==> src/rtl/if_id_skid_register.sv <==
// Two-entry IF/ID skid buffer with RV32I field and immediate decode of the head entry.
// Optional stall-cycle counter enabled by defining IFID_STALL_CNT_EN.
module if_id_skid_register #(
  parameter int unsigned META_W = 32,
  parameter int unsigned ADDR_W = 32
) (
  input  logic              clk,
  input  logic              rst,
  input  logic              flush,
  input  logic              in_valid,
  output logic              in_ready,
  input  logic [31:0]       instruction,
  input  logic [ADDR_W-1:0] address_in,
  input  logic [META_W-1:0] meta_in,
  output logic              out_valid,
  input  logic              out_ready,
  output logic [31:0]       instr_out,
  output logic [ADDR_W-1:0] address_out,
  output logic [META_W-1:0] meta_out,
  output logic [6:0]        opcode,
  output logic [2:0]        funct3,
  output logic [6:0]        funct7,
  output logic [4:0]        rs1,
  output logic [4:0]        rs2,
  output logic [4:0]        rd,
  output logic [31:0]       i_imm,
  output logic [31:0]       s_imm,
  output logic [31:0]       b_imm,
  output logic [31:0]       u_imm,
`ifdef IFID_STALL_CNT_EN
  output logic [31:0]       stall_cycles,
`endif
  output logic [31:0]       j_imm
);

  localparam int unsigned INSTR_W = 32;
  localparam logic [INSTR_W-1:0] NOP_INSTR = 32'h0000_0013;

  typedef struct packed {
    logic [INSTR_W-1:0] instr;
    logic [ADDR_W-1:0]  addr;
    logic [META_W-1:0]  meta;
  } entry_t;

  typedef enum logic [1:0] {
    S_EMPTY = 2'd0,
    S_ONE   = 2'd1,
    S_FULL  = 2'd2
  } state_e;

  state_e state_q, state_d;
  entry_t head_q, head_d;
  entry_t skid_q, skid_d;
  entry_t in_entry;
  logic   push;
  logic   pop;
  logic [INSTR_W-1:0] ir;

  // Handshake: in_ready depends only on held state and reset, never on out_ready.
  assign in_ready  = !rst && (state_q != S_FULL);
  assign out_valid = (state_q != S_EMPTY);
  assign push      = in_valid && in_ready;
  assign pop       = out_valid && out_ready;
  assign in_entry  = '{instr: instruction, addr: address_in, meta: meta_in};

  // Next-state and entry movement; flush discards everything including a same-cycle push.
  always_comb begin
    state_d = state_q;
    head_d  = head_q;
    skid_d  = skid_q;
    if (flush) begin
      state_d = S_EMPTY;
    end else begin
      case (state_q)
        S_EMPTY: begin
          if (push) begin
            state_d = S_ONE;
            head_d  = in_entry;
          end
        end
        S_ONE: begin
          if (push && pop) begin
            head_d = in_entry;
          end else if (push) begin
            state_d = S_FULL;
            skid_d  = in_entry;
          end else if (pop) begin
            state_d = S_EMPTY;
          end
        end
        S_FULL: begin
          if (pop) begin
            state_d = S_ONE;
            head_d  = skid_q;
          end
        end
        default: state_d = S_EMPTY;
      endcase
    end
  end

  always_ff @(posedge clk) begin
    if (rst) begin
      state_q <= S_EMPTY;
      head_q  <= '0;
      skid_q  <= '0;
    end else begin
      state_q <= state_d;
      head_q  <= head_d;
      skid_q  <= skid_d;
    end
  end

  // An empty buffer presents a NOP so decode sees a harmless instruction.
  assign instr_out   = out_valid ? head_q.instr : NOP_INSTR;
  assign address_out = out_valid ? head_q.addr  : '0;
  assign meta_out    = out_valid ? head_q.meta  : '0;

  assign ir     = instr_out;
  assign opcode = ir[6:0];
  assign rd     = ir[11:7];
  assign funct3 = ir[14:12];
  assign rs1    = ir[19:15];
  assign rs2    = ir[24:20];
  assign funct7 = ir[31:25];

  assign i_imm = {{20{ir[31]}}, ir[31:20]};
  assign s_imm = {{20{ir[31]}}, ir[31:25], ir[11:7]};
  assign b_imm = {{19{ir[31]}}, ir[31], ir[7], ir[30:25], ir[11:8], 1'b0};
  assign u_imm = {ir[31:12], 12'h000};
  assign j_imm = {{11{ir[31]}}, ir[31], ir[19:12], ir[20], ir[30:21], 1'b0};

`ifdef IFID_STALL_CNT_EN
  logic [31:0] stall_q;

  // Saturating count of cycles where decode holds off a valid head; survives flush.
  always_ff @(posedge clk) begin
    if (rst) begin
      stall_q <= '0;
    end else if (out_valid && !out_ready && (stall_q != 32'hFFFF_FFFF)) begin
      stall_q <= stall_q + 32'd1;
    end
  end

  assign stall_cycles = stall_q;
`endif

endmodule

==> config.mk <==
export PLATFORM = sky130hd
export DESIGN_NAME = if_id_skid_register
export DESIGN_NICKNAME = d
export VERILOG_FILES = /design/src/rtl/if_id_skid_register.sv
export SDC_FILE = /design/constraint.sdc
export NUM_CORES = 1
export LEC_CHECK = 0
export ABC_AREA = 1
export BUFFER_PORTS_ARGS = -buffer_cell sky130_fd_sc_hd__buf_2
export CORE_AREA = 2 2 150 152
export CTS_BUF_LIST = sky130_fd_sc_hd__clkbuf_16
export CTS_CLUSTER_SIZE = 14
export DETAILED_ROUTE_END_ITERATION = 10
export DIE_AREA = 0 0 152 154
export GPL_ROUTABILITY_DRIVEN = 0
export PLACE_DENSITY = 0.78
export SLEW_MARGIN = 20
export SYNTH_ARGS = -nofsm -noshare
export SYNTH_HDL_FRONTEND = slang
export SYNTH_SLANG_ARGS = --single-unit
==> constraint.sdc <==
create_clock -name clk -period 4.5 [get_ports clk]
set_input_delay 0.675 -clock clk [delete_from_list [all_inputs] [get_ports clk]]
set_output_delay 0.675 -clock clk [all_outputs]
set_load 0.005 [all_outputs]
# Word-level counts from Yosys, hierarchy flattened

Index checks and enable logic that the tools add are counted.

Eq/ne operators: 8
Multiplexer cells: 13
Bitwise logic cells: 2
Reduce and logical (&&, ||, !) cells: 12

Operator list:

| cell                                                 | count |
|---|---|
| 2-to-1 mux 96 bit                                    | 3 |
| one-hot mux 96 bit (3 select lines)                  | 1 |
| 2-to-1 mux 32 bit                                    | 3 |
| 2-to-1 mux 2 bit                                     | 5 |
| inequality test 2 bit (second input constant)        | 5 |
| AND reduction 4 bit                                  | 2 |
| one-hot mux 2 bit (3 select lines)                   | 1 |
| AND reduction 5 bit                                  | 1 |
| logical AND 1 bit                                    | 4 |
| inequality test 3 bit (second input constant)        | 1 |
| nonzero test 3 bit                                   | 1 |
| equality test 2 x 1 -> 1 bit (second input constant) | 1 |
| equality test 2 bit (second input constant)          | 1 |
| zero test 2 bit                                      | 1 |
| inverter 1 bit                                       | 2 |
| nonzero test 2 bit                                   | 1 |
| OR reduction 2 bit                                   | 1 |
| zero test 1 bit                                      | 1 |

Register bits after elaboration: 194
Bits of input ports: 101
Word-level logic and storage cells: 42

# Logic depth before layout (Yosys ltp)

Gate-level depths: netlist of the first run.

Depth in word-level cells: 6
Gate-level depth with buffers: 10

# Worst setup path after synthesis of the first run

No wires, ideal clock.

Path kind: flip-flop to output port
Start: register state_q[1]
End: output b_imm[13]
Data arrival time: 3.509 ns
Required time: 3.825 ns
Slack: 0.316 ns
Cell stages (with the launch flop): 6
Buffers on the path: 3
Path through: dfxtp_1 > buf_2 > nor2_4 > clkbuf_1 > nor2_1 > buf_4

Word-level cells in the longest chain between the ends: 2

Ends and longest elaborated chain:

| element                | line | text |
|---|---|---|
| from (decl)            | 51   | `state_e state_q, state_d;` |
| from (signal assigned) | 108  | `state_q <= state_d;` |
| nonzero test 2 bit     | 61   | `assign out_valid = (state_q != S_EMPTY);` |
| 2-to-1 mux 32 bit      | 115  | `assign instr_out = out_valid ? head_q.instr : NOP_INSTR;` |
| to (decl)              | 28   | `output logic [31:0] b_imm,` |

No other way between the ends.

# Final worst setup path of the first run

Start: register state_q[1]
End: output u_imm[26]

Word-level cells in the longest chain between the ends: 2

Ends and longest elaborated chain:

| element            | line | text |
|---|---|---|
| nonzero test 2 bit | 61   |  |
| 2-to-1 mux 32 bit  | 115  |  |
| to (decl)          | 29   | `output logic [31:0] u_imm,` |

No other way between the ends.

==> impl_metrics.tcl, run 1 <==
set metrics [dict create \
    outcome "finished clean" \
    synthDistinctLibCells 22 \
    netlist_area_um2 10900 \
    max_clock_freq_mhz 327 \
    worstSetupPathType "reg -> out" \
    drv_cap 0 \
    die_w_um 152 \
    fin_area_um2 12100 \
    rows 54 \
    start_util_pct 50.4 \
    min_from "skid_q[50]$_SDFFE_PP0P_" \
    worstPathRequired_ns 3.83 \
    cts_buffers 17 \
    p_leak_nw 6.20 \
    hold_viol_final 0 \
    crit_path_max_fanout 30 \
    yosysSeqAreaShare_pct 35.5 \
    antenna_found_initial 4 \
    grt_usage_pct 22.0 \
    htreeDepth 4 \
    cts.reportedPaths.clkPinSlew_ns 0.08 \
    hold-path-endpoint "skid_q[50]$_SDFFE_PP0P_" \
    slew_viol_final 0 \
    grt_pass1_wl_mm 42.8 \
    cts_tree "built" \
    crit_chain "nor2_4 > buf_4 > nor2_1 > buf_2" \
    pre_cts_slack_ns 1.53 \
    reg2reg_from "state_q[0]$_SDFFE_PP0P_" \
    first_iter_violations 562 \
    fin_nets 1897 \
    cts.sinks 194 \
    drtPass1Iterations 5 \
    r2r-end "head_q[41]$_SDFFE_PP0P_" \
    crit_buf_inv 2 \
    peakVddDrop_mv 0.256 \
    grt_max_degree 108 \
    avgSynthCellArea_um2 6.50 \
    worstMarginPinSlew_ns 0.979 \
    overflow 0 \
    avgRoutedWirePerCell_um 13.0 \
    drive_gt1_share_pct 24.0 \
    worst_setup_path_end_kind "output port" \
    io_pins 391 \
    worst_ep_arrival_time_ns 2.38 \
    whs_path_depth 2 \
    critPathTopFamily "simple AND/OR/NAND/NOR gates" \
    regToRegSetupSlack_ns 1.52 \
    clock_path_buffers 2 \
    ys_seq_elements 194 \
    hold_path.class "reg -> reg" \
    hpwl_mm 18.1 \
    fin_skew_ns 0.0101 \
    drc 0 \
    cts_resized 0 \
    yosysWarnings 0 \
    grt_pass1_vias 8613 \
    die-area_um2 23400 \
    critPathMaxStageDelay_ns 0.73 \
    coreArea_um2 21700 \
    setup_viol 0 \
    start_kind "flip-flop" \
    cts_setup_buffers 0 \
    r2r_cells 8 \
    ctsHoldBuffers 0 \
    route.final.wire_length_mm 27.1 \
    clockRootBuffer "clkbuf_16" \
    die_h_um 154 \
    area_growth_pct 10.4 \
    finalCritPeriodShare_pct 67.9 \
    fin_util_pct 55.6 \
    post_dp_cell_area_um2 11400 \
    vias 10045 \
    cp_slowest_cell "nor2_4" \
    port_buffers 376 \
    fin_setup_tns_ns 0 \
    period_minus_slack_ns 3.05 \
    max_slew_margin_pct 34.7 \
    rsz0062_at_grt "false" \
    post_drt_via_cell_ratio 4.80 \
    fin_ws_ns 1.45 \
    syn_inst 1681 \
    p_per_area_nw_per_um2 314 \
    ant_nets 0 \
    hold_ws_ns 0.450 \
    insertion_delay_ns 0.43 \
]
per-layer routing:
| layer | track usage (%) | wire (um) | vias to the layer above |
|---|---|---|---|
| met5 | 0 | 35 | - |
| met4 | 7.43 | 644 | 6 |
| met3 | 4.51 | 1480 | 45 |
| met2 | 39.1 | 13400 | 296 |
| met1 | 26.6 | 11500 | 4484 |
| li1 | - | - | 5214 |
kinds of logic (layout without fill, tap and decap cells):
family	after synthesis	count (layout)	synth area share, %
buffers and inverters	600	715	28.1
AND/OR/NAND/NOR	496	496	18.4
AO/OA/AOI/OAI	390	390	17.9
other	1	17	0.0343
flip-flops	194	194	35.5
worst min-delay path, cell delays in order, from the launching register on:
cell,delay (ns)
dfxtp_1,0.30
inv_1,0.05
a21oi_1,0.05
flip-flops by register name, indices dropped and copies added, names as in the netlist:
name,cells
head_q,96
skid_q,96
state_q,2
final cells by class:
cell class,count,area (um^2)
flip-flops and latches,194,3880
multi-input cells,900,4060
diodes,3,7.51
clock buffers,17,425
inverters,292,1100
fillers,2141,9620
well taps,280,350
repair buffers,391,2070
clock inverters,15,178
through the flow:
step / power [mW] / std cells
CTS: 3.81 / 2088
finish: 3.78 / 2092
detailed placement: 2.27 / 2056
global placement: 2.26 / 2056
global route: 3.96 / 2089
floorplan: 2.16 / 1694
synth_stat cells (all sizes together):
library cell,n,area [um^2]
nand4,2,12.5
inv,291,1090
clkbuf,38,143
clkinv,1,3.75
nor2,194,736
o21ai,192,961
a21oi,197,990
o211ai,1,7.51
nand2,200,753
or2,3,18.8
dfxtp,194,3880
nand3,97,490
conb,1,3.75
buf,270,1840
how the worst max path moves through the flow:
stage | from | end | cells after the start
6_report | state_q[1]$_SDFFE_PP0P_ | u_imm[26] | 4
3_3_place_gp | state_q[0]$_SDFFE_PP0P_ | head_q[43]$_SDFFE_PP0P_ | 8
4_1_cts | state_q[1]$_SDFFE_PP0P_ | u_imm[31] | 3
3_5_place_dp | state_q[0]$_SDFFE_PP0P_ | head_q[41]$_SDFFE_PP0P_ | 8
2_1_floorplan | state_q[1]$_SDFFE_PP0P_ | b_imm[13] | 5
5_1_grt | state_q[1]$_SDFFE_PP0P_ | i_imm[4] | 4
where the power goes:
part	switching, mW	internal, mW
sequential	0.0325	1.78
clock	0.718	0.837
combinational	0.252	0.164
placed cells by master, fill, tap and decap left out, types with 3 or more instances in the layout:
master,synthesis,layout
o21ai_1,86,86
buf_12,0,6
nand2_1,199,197
inv_6,0,5
nand2_4,0,3
o21ai_0,106,106
conb_1,1,14
a21oi_1,196,196
nor2_1,193,192
nand3_1,96,96
buf_4,202,9
inv_1,289,289
diode_2,0,3
dfxtp_1,194,194
clkbuf_16,0,17
buf_2,53,376
or2_2,3,3
(Power assumes the default switching activity.)
==> run 2: changes to the inputs <==
--- a/config.mk
+++ b/config.mk
@@ -7,13 +7,12 @@
 export LEC_CHECK = 0
 export ABC_AREA = 1
 export BUFFER_PORTS_ARGS = -buffer_cell sky130_fd_sc_hd__buf_2
-export CORE_AREA = 2 2 150 152
+export CORE_UTILIZATION = 46
 export CTS_BUF_LIST = sky130_fd_sc_hd__clkbuf_16
 export CTS_CLUSTER_SIZE = 14
 export DETAILED_ROUTE_END_ITERATION = 10
-export DIE_AREA = 0 0 152 154
 export GPL_ROUTABILITY_DRIVEN = 0
-export PLACE_DENSITY = 0.78
+export PLACE_DENSITY = 0.75
 export SLEW_MARGIN = 20
 export SYNTH_ARGS = -nofsm -noshare
 export SYNTH_HDL_FRONTEND = slang
==> constraint.sdc (replaced) <==
create_clock -name clk -period 2.7 [get_ports clk]
set_input_delay 0.405 -clock clk [delete_from_list [all_inputs] [get_ports clk]]
set_output_delay 0.405 -clock clk [all_outputs]
set_load 0.005 [all_outputs]
==> run 2 against run 1 <==
Sequential cell count unchanged. Largest power group unchanged. Highest routed layer unchanged. Die area grew 4.2%. Sequential share of layout area shrank 0.31 points. Global-route usage is 1.2 points lower. Critical path depth unchanged.
==> impl_metrics.tcl, run 2 (synthesized netlist as in run 1, its figures left out) <==
set metrics [dict create \
    drv_cap 0 \
    clockRootBuffer "clkbuf_16" \
    start_util_pct 46.7 \
    route.final.wire_length_mm 26.4 \
    fin_ws_ns 0.253 \
    cts_setup_buffers 0 \
    hold_viol_final 0 \
    drtPass1Iterations 6 \
    antenna_found_initial 11 \
    port_buffers 376 \
    post_drt_via_cell_ratio 4.66 \
    worstSetupPathType "reg -> out" \
    fin_skew_ns 0.0126 \
    drc 0 \
    io_pins 391 \
    hpwl_mm 17.4 \
    outcome "finished clean" \
    final_common_cell "buf_2" \
    vias 9964 \
    worst_setup_path_end_kind "output port" \
    drive_gt1_share_pct 24.2 \
    peakVddDrop_mv 0.357 \
    htreeDepth 4 \
    ant_nets 0 \
    coreArea_um2 23400 \
    p_per_area_nw_per_um2 519 \
    p_leak_nw 6.24 \
    grt_pass1_vias 8418 \
    cts.sinks 194 \
    insertion_delay_ns 0.44 \
    finalCritPeriodShare_pct 90.6 \
    final_cell_mix "buf_2 (376), inv_1 (290), nand2_1 (197)" \
    period_minus_slack_ns 2.45 \
    clock_path_buffers 2 \
    ctsHoldBuffers 0 \
    overflow 0 \
    first_iter_violations 595 \
    rsz0062_at_grt "false" \
    avgRoutedWirePerCell_um 12.3 \
    cts_tree "built" \
    rows 56 \
    fin_setup_tns_ns 0 \
    die-area_um2 24400 \
    cts_resized 0 \
    grt_pass1_wl_mm 40.8 \
    max_clock_freq_mhz 409 \
    slew_viol_final 0 \
    grt_max_degree 105 \
    cts.reportedPaths.clkPinSlew_ns 0.08 \
    max_slew_margin_pct 35.4 \
    die_h_um 156 \
    crit_path_max_fanout 77 \
    n_fill_cell 2374 \
    setup_viol 0 \
    fin_nets 1903 \
    worstMarginPinSlew_ns 0.969 \
    worst_ep_arrival_time_ns 2.04 \
    cts_buffers 17 \
    pre_cts_slack_ns 0.528 \
    grt_usage_pct 20.9 \
    area_growth_pct 11.5 \
    die_w_um 156 \
    top_regs "head_q (96), skid_q (96), state_q (2)" \
    hold_path.class "in -> reg" \
    worstPathRequired_ns 2.30 \
    start_kind "flip-flop" \
]
==> run 2: cell types whose count changed in the layout (fill, tap and decap cells not counted), sizes merged <==
cell / before / now
diode: 3 / 5
clkinv: 7 / 6
buf: 391 / 396
inv: 296 / 298
clkinvlp: 2 / 1
nor2: 194 / 195
==> run 2: critical path, stage by stage, from the launching register on <==
cell and delay [ns]:
dfxtp_1 0.64, nor2_4 0.19, nor2_4 0.11, buf_4 0.43, buf_2 0.22
==> run 2: where the power goes <==
group          switching, mW  internal, mW  total [mW]
Sequential            0.0518          2.97        3.02
Clock                   1.21          1.40        2.61
Combinational          0.416         0.276       0.692
Total                   1.68          4.64        6.32
==> run 2: stage by stage <==
step	hold WS (ns)	cells	power, mW	util, %	instance area, um^2
finish	0.244	2139	6.32	52.1	12200
global route	0.240	2138	6.62	52.1	12200
CTS	0.225	2133	6.38	52.0	12200
detailed placement	0.439	2101	3.78	49.4	11600
global placement	0.434	2101	3.76	49.4	11600
floorplan	0.425	1694	3.59	-	11000
==> run 2: layer usage <==
layer	part of all wire [%]	track usage, %	vias up
met1	43	25.1	4391
met5	0.25	0	-
li1	-	-	5220
met3	6.0	4.69	47
met2	48	36.0	294
met4	2.6	8.22	12
==> run 2: final timing paths <==
check	startpoint	endpoint	slack, ns	depth (start not counted)
max reg2reg	state_q[1]$_SDFFE_PP0P_	skid_q[8]$_SDFFE_PP0P_	0.40	7
min	meta_in[21]	skid_q[21]$_SDFFE_PP0P_	0.24	3
max	state_q[1]$_SDFFE_PP0P_	s_imm[17]	0.25	4
min reg2reg	skid_q[16]$_SDFFE_PP0P_	skid_q[16]$_SDFFE_PP0P_	0.45	2
==> run 2: area by class of cell <==
cell class              count  area (um^2)  share of cell area [%]
multi-input cells         901         4070                    33.4
clock buffers              17          425                    3.49
flip-flops and latches    194         3880                    31.9
diodes                      5         12.5                   0.103
inverters                 292         1100                    9.03
well taps                 319          399                    3.28
clock inverters            15          174                    1.43
repair buffers            396         2120                    17.4
==> run 3: changes to the inputs <==
--- a/config.mk
+++ b/config.mk
@@ -8,7 +8,6 @@
 export ABC_AREA = 1
 export BUFFER_PORTS_ARGS = -buffer_cell sky130_fd_sc_hd__buf_2
 export CORE_UTILIZATION = 46
-export CTS_BUF_LIST = sky130_fd_sc_hd__clkbuf_16
 export CTS_CLUSTER_SIZE = 14
 export DETAILED_ROUTE_END_ITERATION = 10
 export GPL_ROUTABILITY_DRIVEN = 0
==> constraint.sdc (replaced) <==
create_clock -name clk -period 2.19 [get_ports clk]
set_input_delay 0.3285 -clock clk [delete_from_list [all_inputs] [get_ports clk]]
set_output_delay 0.3285 -clock clk [all_outputs]
set_load 0.005 [all_outputs]
==> run 3 against run 2 <==
Clock power rose by 15%. Highest routed layer unchanged. Setup slack worse by 0.15 ns. Worst hold slack worse by 0.069 ns.
==> impl_metrics.tcl, run 3 (synthesized netlist as in run 1, its figures left out) <==
set metrics [dict create \
    r2r-end "head_q[50]$_SDFFE_PP0P_" \
    hold_viol_final 0 \
    clock_path_buffers 2 \
    antenna_found_initial 12 \
    hpwl_mm 17.3 \
    cp_slowest_cell "dfxtp_1" \
    crit_chain "nor2_4 > buf_12 > buf_4 > or2_2 > buf_2" \
    slew_viol_final 0 \
    p_per_area_nw_per_um2 617 \
    setup_viol 0 \
    top_regs "head_q (96), skid_q (96), state_q (2)" \
    die_h_um 156 \
    reg2reg_from "state_q[0]$_SDFFE_PP0P_" \
    critPathTopFamily "buffers and inverters" \
    max_clock_freq_mhz 479 \
    fin_nets 1909 \
    worst_setup_path_end_kind "output port" \
    drc 0 \
    crit_end "opcode[0]" \
    route.final.wire_length_mm 26.1 \
    grt_usage_pct 20.8 \
    fin_skew_ns 0.0154 \
    ant_nets 0 \
    cp.depth 5 \
    r2r_cells 9 \
    finalCritPeriodShare_pct 95.3 \
    post-place-cells 2105 \
    p_leak_nw 6.28 \
    post_dp_cell_area_um2 11700 \
    grt_pass1_wl_mm 40.6 \
    cts_tree "built" \
    drtPass1Iterations 5 \
    coreArea_um2 23400 \
    port_buffers 376 \
    fin_cells 2145 \
    multiInputGateArea_um2 4080 \
    pre_cts_slack_ns 0.158 \
    cts.reportedPaths.clkPinSlew_ns 0.08 \
    die_w_um 156 \
    peakVddDrop_mv 0.402 \
    drive_gt1_share_pct 24.9 \
    start_util_pct 46.7 \
    critPathMaxStageDelay_ns 0.46 \
    grt_pass1_vias 8344 \
    power_mw 7.59 \
    htreeDepth 4 \
    crit_path_max_fanout 25 \
    first_iter_violations 594 \
    clockRootBuffer "clkbuf_16" \
    rows 56 \
    worst_ep_arrival_time_ns 1.76 \
    vias 10052 \
    n_fill_cell 2408 \
    outcome "finished clean" \
    start_kind "flip-flop" \
    cts_buffers 17 \
    overflow 0 \
    hold_path.class "in -> reg" \
    drv_cap 0 \
    worstMarginPinSlew_ns 0.616 \
    avgRoutedWirePerCell_um 12.1 \
    final_cell_mix "buf_2 (376), inv_1 (289), nand2_1 (197)" \
    insertion_delay_ns 0.43 \
    max_slew_margin_pct 58.9 \
    period_minus_slack_ns 2.09 \
    final-seq-area_um2 3880 \
    cts.sinks 194 \
    hold_ws_ns 0.175 \
    worstSetupPathType "reg -> out" \
    worstPathRequired_ns 1.86 \
    grt_max_degree 138 \
    crit_buf_inv 3 \
    fin_ws_ns 0.103 \
    fin_area_um2 12300 \
    io_pins 391 \
    area_growth_pct 12.5 \
    critPathLaunch "state_q[0]$_SDFFE_PP0P_" \
    die-area_um2 24400 \
    post_drt_via_cell_ratio 4.69 \
    regToRegSetupSlack_ns 0.41 \
    final_common_cell "buf_2" \
]
## run 3: changes by cell type in the layout (fill, tap and decap cells not counted), sizes merged
| cell | previous run | this run |
|---|---|---|
| clkinv | 6 | 8 |
| buf | 396 | 403 |
| bufinv | 2 | 0 |
| inv | 298 | 296 |
| nor2 | 195 | 194 |
| clkbuf | 17 | 18 |
| diode | 5 | 6 |
## run 3: how the worst min path moves through the flow
stage | startpoint | endpoint | slack (ns) | cells after the start
finish | meta_in[19] | skid_q[19]$_SDFFE_PP0P_ | 0.18 | 3
CTS | address_in[11] | skid_q[43]$_SDFFE_PP0P_ | 0.16 | 3
floorplan | skid_q[0]$_SDFFE_PP0P_ | skid_q[0]$_SDFFE_PP0P_ | 0.42 | 2
global route | address_in[16] | skid_q[48]$_SDFFE_PP0P_ | 0.17 | 3
global placement | skid_q[37]$_SDFFE_PP0P_ | skid_q[37]$_SDFFE_PP0P_ | 0.43 | 2
detailed placement | skid_q[27]$_SDFFE_PP0P_ | skid_q[27]$_SDFFE_PP0P_ | 0.44 | 2
## run 3: area by class of cell
type / count / area share, %
Multi-Input combinational cell: 900 / 33.2
Tap cell: 319 / 3.24
Timing Repair Buffer: 403 / 18.4
Clock inverter: 13 / 0.997
Sequential cell: 194 / 31.6
Antenna cell: 6 / 0.122
Clock buffer: 18 / 3.57
Inverter: 292 / 8.95
## run 3: power by group
part           total, mW  switching (mW)  internal, mW  leakage (nW)
Sequential          3.72          0.0635          3.66          1.58
Combinational      0.874           0.519         0.355          4.42
Clock               3.00            1.47          1.53         0.277
## run 3: per-stage QoR
stage          util [%]  setup TNS (ns)
3_3_place_gp       49.9               0
3_5_place_dp       49.9               0
4_1_cts            52.4               0
6_report           52.6               0
5_1_grt            52.6        -0.00206
2_1_floorplan         -          -0.291
## run 3: worst register-to-register path: stages (launching register included)
cell and delay (ns):
dfxtp_1 0.46, inv_2 0.12, nand2_8 0.09, nand3_2 0.11, a21oi_4 0.22, buf_12 0.19
buf_4 0.24, nand3_1 0.10, nand2_1 0.10, nor2_1 0.04
## run 3: routing by layer
layer	track usage [%]	share of wire, %	vias to the layer above
met1	25.2	43	4480
li1	-	-	5227
met4	7.42	1.8	10
met3	5.17	6.4	36
met5	0	0.23	-
met2	35.5	48	299
## run 3: repair_timing
action,4_1_cts,5_1_grt
hold buffers,0,0
gates resized for setup,2,5
hold endpoints to repair,0,0
endpoints found under the setup margin,69,53
pin swaps,0,1
buffers inserted,0,3
